===== src/rtl/sram_port_arbiter.sv =====
// rtl/sram_port_arbiter.sv - two-port (CPU/chipset) arbiter in front of an SRAM-like DDR3 wrapper
module sram_port_arbiter #(
  parameter int ADDR_WIDTH = 32,
  parameter int FIXED_PRIO = 0
) (
  input  logic                  clk,
  input  logic                  i_rst,
  input  logic [ADDR_WIDTH-1:0] a_Addr,
  input  logic                  a_CS,
  input  logic                  a_L,
  input  logic                  a_U,
  input  logic                  a_WE,
  input  logic [15:0]           a_WR,
  output logic [15:0]           a_RD,
  output logic                  a_ready,
  output logic                  a_busy,
  input  logic [ADDR_WIDTH-1:0] b_Addr,
  input  logic                  b_CS,
  input  logic                  b_L,
  input  logic                  b_U,
  input  logic                  b_WE,
  input  logic [15:0]           b_WR,
  output logic [15:0]           b_RD,
  output logic                  b_ready,
  output logic                  b_busy,
  output logic [ADDR_WIDTH-1:0] m_Addr,
  output logic                  m_CS,
  output logic                  m_L,
  output logic                  m_U,
  output logic                  m_WE,
  output logic [15:0]           m_WR,
  input  logic [15:0]           m_RD,
  input  logic                  m_ready,
  input  logic                  m_busy
);

  typedef enum logic [1:0] {IDLE, ISSUE, WAIT_DONE} state_t;

  typedef struct packed {
    logic [ADDR_WIDTH-1:0] addr;
    logic                  l;
    logic                  u;
    logic                  we;
    logic [15:0]           wr;
  } req_t;

  typedef struct packed {
    logic cs;
    req_t r;
  } mreq_t;

  state_t state, next_state;
  req_t   req_a, req_b, sel_req;
  mreq_t  m_q, m_nxt;
  logic   pend_a, pend_b;
  logic   last_b, grant_b, pick_b;
  logic   issue, done, done_a, done_b;

  always_ff @(posedge clk or posedge i_rst) begin
    if (i_rst) state <= IDLE;
    else       state <= next_state;
  end

  // On a tie B wins only in round-robin mode and only if A was granted last.
  always_comb begin
    pick_b     = pend_b && (!pend_a || (FIXED_PRIO == 0 && !last_b));
    next_state = state;
    case (state)
      IDLE:      if ((pend_a || pend_b) && !m_busy) next_state = ISSUE;
      ISSUE:     if (m_busy)  next_state = WAIT_DONE;
      WAIT_DONE: if (m_ready) next_state = IDLE;
      default:   next_state = IDLE;
    endcase
  end

  always_comb begin
    sel_req = pick_b ? req_b : req_a;
    issue   = (state == IDLE) && (next_state == ISSUE);
    done    = (state == WAIT_DONE) && m_ready;
    m_nxt   = '0;
    if (issue) begin
      m_nxt.cs = 1'b1;
      m_nxt.r  = sel_req;
    end else if (state == ISSUE && !m_busy) begin
      m_nxt = m_q;
    end
  end

  assign done_a = done && !grant_b;
  assign done_b = done && grant_b;

  always_ff @(posedge clk or posedge i_rst) begin
    if (i_rst) begin
      pend_a  <= 1'b0;
      pend_b  <= 1'b0;
      req_a   <= '0;
      req_b   <= '0;
      last_b  <= 1'b1;
      grant_b <= 1'b0;
      m_q     <= '0;
      a_ready <= 1'b0;
      b_ready <= 1'b0;
      a_RD    <= 16'h0;
      b_RD    <= 16'h0;
    end else begin
      a_ready <= done_a;
      b_ready <= done_b;
      m_q     <= m_nxt;
      if (a_CS && !pend_a) begin
        pend_a <= 1'b1;
        req_a  <= '{addr: a_Addr, l: a_L, u: a_U, we: a_WE, wr: a_WR};
      end
      if (b_CS && !pend_b) begin
        pend_b <= 1'b1;
        req_b  <= '{addr: b_Addr, l: b_L, u: b_U, we: b_WE, wr: b_WR};
      end
      if (done_a) begin
        pend_a <= 1'b0;
        if (!req_a.we) a_RD <= m_RD;
      end
      if (done_b) begin
        pend_b <= 1'b0;
        if (!req_b.we) b_RD <= m_RD;
      end
      if (issue) begin
        grant_b <= pick_b;
        last_b  <= pick_b;
      end
    end
  end

  assign a_busy = pend_a;
  assign b_busy = pend_b;
  assign m_CS   = m_q.cs;
  assign m_Addr = m_q.r.addr;
  assign m_L    = m_q.r.l;
  assign m_U    = m_q.r.u;
  assign m_WE   = m_q.r.we;
  assign m_WR   = m_q.r.wr;

endmodule


===== config.mk =====
export PLATFORM = sky130hd
export DESIGN_NAME = sram_port_arbiter
export DESIGN_NICKNAME = d
export VERILOG_FILES = /design/src/rtl/sram_port_arbiter.sv
export SDC_FILE = /design/constraint.sdc
export NUM_CORES = 1
export LEC_CHECK = 0
export ABC_AREA = 1
export BUFFER_PORTS_ARGS = -buffer_cell sky130_fd_sc_hd__clkbuf_2
export CORE_MARGIN = 4
export CORE_UTILIZATION = 28
export CTS_BUF_LIST = sky130_fd_sc_hd__clkbuf_8
export DETAILED_ROUTE_END_ITERATION = 7
export GPL_ROUTABILITY_DRIVEN = 0
export SLEW_MARGIN = 30
export SYNTH_ARGS = -nofsm -noshare
export SYNTH_HDL_FRONTEND = slang
export SYNTH_SLANG_ARGS = --single-unit
export TNS_END_PERCENT = 30

===== constraint.sdc =====
create_clock -name clk -period 6.4 [get_ports clk]
set_clock_uncertainty 0.05 [all_clocks]
set_input_delay 0.32 -clock clk [delete_from_list [all_inputs] [get_ports clk]]
set_output_delay 0.32 -clock clk [all_outputs]
set_load 0.01 [all_outputs]

==> impl_metrics.env <==
export IMPL_first_global_vias=7320
export IMPL_cts_buffer_depth=2
export IMPL_tritoncts="done"
export IMPL_fin_crit_ps=2500
export IMPL_area_growth_pct=23.6
export IMPL_slew_viol_final=0
export IMPL_worst_path_buf_inv=2
export IMPL_worstPathMaxFanout=53
export IMPL_p_clk_frac=0.179
export IMPL_die_h_um=180
export IMPL_clock_root_buffer="clkbuf_8"
export IMPL_drt_iter0_drc=449
export IMPL_path_common_cell="nand2_1"
export IMPL_synth_seq_cells=194
export IMPL_diodes=0
export IMPL_p_switching_uw=1770
export IMPL_worst_hold_path_type="in2reg"
export IMPL_stdcell_count=1596
export IMPL_cts_setup_buffers=0
export IMPL_ys_top_cells_by_area="dfrtp_1 (59%), nand2_1 (24%), nand3_1 (11%), clkbuf_1 (1.5%), buf_2 (1.3%)"
export IMPL_clk_latency_ps=460
export IMPL_avgSynthCellArea_sq_um=8.25
export IMPL_grtUsageTotal=0.153
export IMPL_numPortBuffers=211
export IMPL_worst_ep_required_time_ps=6760
export IMPL_layout_drive_gt1_share=0.222
export IMPL_ir_worst_vdd_mv=0.191
export IMPL_cp_arrival_ps=2850
export IMPL_yosysSeqAreaShare=0.589
export IMPL_leakagePower_uw=0.00580
export IMPL_yosys_area_top_type="dfrtp_1"
export IMPL_maxCapViolations=0
export IMPL_p_sw_frac=0.412
export IMPL_vias=7267
export IMPL_rr_startpoint="a_busy"
export IMPL_cts_sink_count=194
export IMPL_antenna_found_initial=0
export IMPL_synthCells=1000
export IMPL_yosysUniqueCellTypes=21
export IMPL_seqPwrFrac=0.468
export IMPL_core_sq_mm=0.0289
export IMPL_fmax_ghz=0.400
export IMPL_startpoint="a_busy"
export IMPL_dr_pass1_iters=5
export IMPL_pin_count=212
export IMPL_dpl_hpwl_um=15600
export IMPL_slowest_stage="clkinv_2"
export IMPL_grt_max_degree=121
export IMPL_wl_per_cell_um=15.6
export IMPL_pwr_share_comb=0.353
export IMPL_rsz0062_at_grt="false"
export IMPL_ant_nets=0
export IMPL_crit_type="reg2reg"
export IMPL_postCtsHoldBufs=26
export IMPL_gr_total_overflow=0
export IMPL_synth_top_area_share=0.586
export IMPL_critical_path_top_delay_family="buffers and inverters"
export IMPL_placed_cells=1538
export IMPL_cp_start_kind="register"
export IMPL_drcViolationCount=0
export IMPL_worst_pin_slew_ps=861
export IMPL_start_util=0.286
export IMPL_rows=62
export IMPL_h_tree_depth=4
export IMPL_tns_ps=0
export IMPL_yosys_warnings=0
export IMPL_fill_cells=3104
export IMPL_grt_pass1_wl_um=40100
export IMPL_post_drt_via_cell_ratio=4.55
export IMPL_slowest_delay_ps=650
export IMPL_final_util=0.353
export IMPL_path_cells="clkinv_2, nand2_1, nand3_2, inv_4, nand2_1, nand2_1"
export IMPL_die_w_um=180
export IMPL_power_internal_uw=2520
export IMPL_cts_clk_slew_worst_paths_ps=120
export IMPL_hold_start="b_WR[12]"
export IMPL_outcome="complete, no violations"
export IMPL_rrSetupSlack_ps=3900
export IMPL_dieArea_sq_mm=0.0323
export IMPL_hold_viol=0
export IMPL_cts_resized=0
export IMPL_netlist_area_sq_mm=0.00825
export IMPL_syn_nets=1124
export IMPL_period_share=0.390
export IMPL_end_kind="register"
export IMPL_finalSetupViolCount=0
export IMPL_relSlewSlack=0.426
export IMPL_routed_wl_um=24800
export IMPL_cts_made_buffers=17
export IMPL_power_density_mw_per_mm2=421
export IMPL_nets=1324
-- power by group through the flow --
| stage | combinational, uW | sequential (uW) | clock (uW) |
|---|---|---|---|
| 6_report | 1520 | 2010 | 767 |
| 5_1_grt | 1750 | 2070 | 840 |
| 4_1_cts | 1550 | 2000 | 798 |
| 3_5_place_dp | 1540 | 2030 | 0 |
| 3_3_place_gp | 1510 | 2020 | 0 |
| 2_1_floorplan | 950 | 2060 | 0 |
-- path summary, 6_finish.rpt --
kind                              endpoint  cells after the start
worst max-delay path            m_Addr[17]                      6
worst min-delay path             req_b[12]                      3
worst max register to register  m_Addr[17]                      6
worst min register to register    b_RD[10]                      2
max in group asynchronous           b_busy                      4
min in group asynchronous          a_RD[5]                      3
-- per-stage QoR --
| stage | total power, uW | hold slack, ps | worst slack (ps) | instance area [sq um] |
|---|---|---|---|---|
| after floorplan | 3010 | 370 | 748 | 8250 |
| after global placement | 3520 | 404 | 3750 | 9550 |
| after detailed placement | 3560 | 409 | 4120 | 9570 |
| after CTS | 4350 | 0.277 | 4100 | 10200 |
| after global routing | 4660 | 6.82 | 3650 | 10200 |
| final | 4290 | 33.6 | 3900 | 10200 |
-- cells by family after synthesis --
family | after synthesis | synth area share
buffers and inverters | 75 | 0.0425
and+or+nand+nor | 723 | 0.363
DFF | 194 | 0.589
AOI/OAI and AO/OA | 8 | 0.00546
-- worst register-to-register path, delay by kind of cell, from the launching register on --
kind	cells	cell delay [ps]
flops	1	420
simple gates	4	840
buf+inv	2	1160
-- synth_stat cells, drive strengths merged --
master	n
nand3	185
dfrtp	193
clkinv	2
a21oi	3
buf	31
nor2	7
o21ai	2
nand2	529
dfstp	1
nand4	2
o21a	1
clkbuf	33
o22ai	2
inv	9
-- routing by layer --
layer | share of wire | wire, um | global-route usage | vias to the layer above
li1 | - | - | - | 3558
met1 | 0.47 | 11600 | 0.212 | 3510
met2 | 0.48 | 11900 | 0.251 | 184
met3 | 0.040 | 982 | 0.0236 | 15
met4 | 0.010 | 248 | 0.0399 | 0
met5 | 0 | 0 | 0 | -
-- registers in the layout (all words and copies together), names as in the netlist, 2 cells and up --
name    flops
req_a      51
req_b      51
m_Addr     32
a_RD       16
b_RD       16
m_WR       16
state       2
-- cell type report --
| type | instances | area (sq um) | share of cell area |
|---|---|---|---|
| Sequential cell | 194 | 4860 | 0.476 |
| Multi-Input combinational cell | 731 | 3070 | 0.301 |
| Timing Repair Buffer | 245 | 1380 | 0.136 |
| Tap cell | 384 | 480 | 0.0471 |
| Clock buffer | 17 | 234 | 0.0229 |
| Clock inverter | 14 | 121 | 0.0119 |
| Inverter | 11 | 52.6 | 0.00515 |
-- cells in the final DEF (no fill, tap or decap), drive strengths merged --
cell type	instances
o21a	1
nor2	7
nand4	2
clkinv	6
clkbuf	228
nand2	529
buf	7
nand3	185
a21oi	3
inv	16
dlygate4sd3	27
clkinvlp	3
dfrtp	193
o21ai	2
dfstp	1
o22ai	2
(Power assumes the default switching activity.)
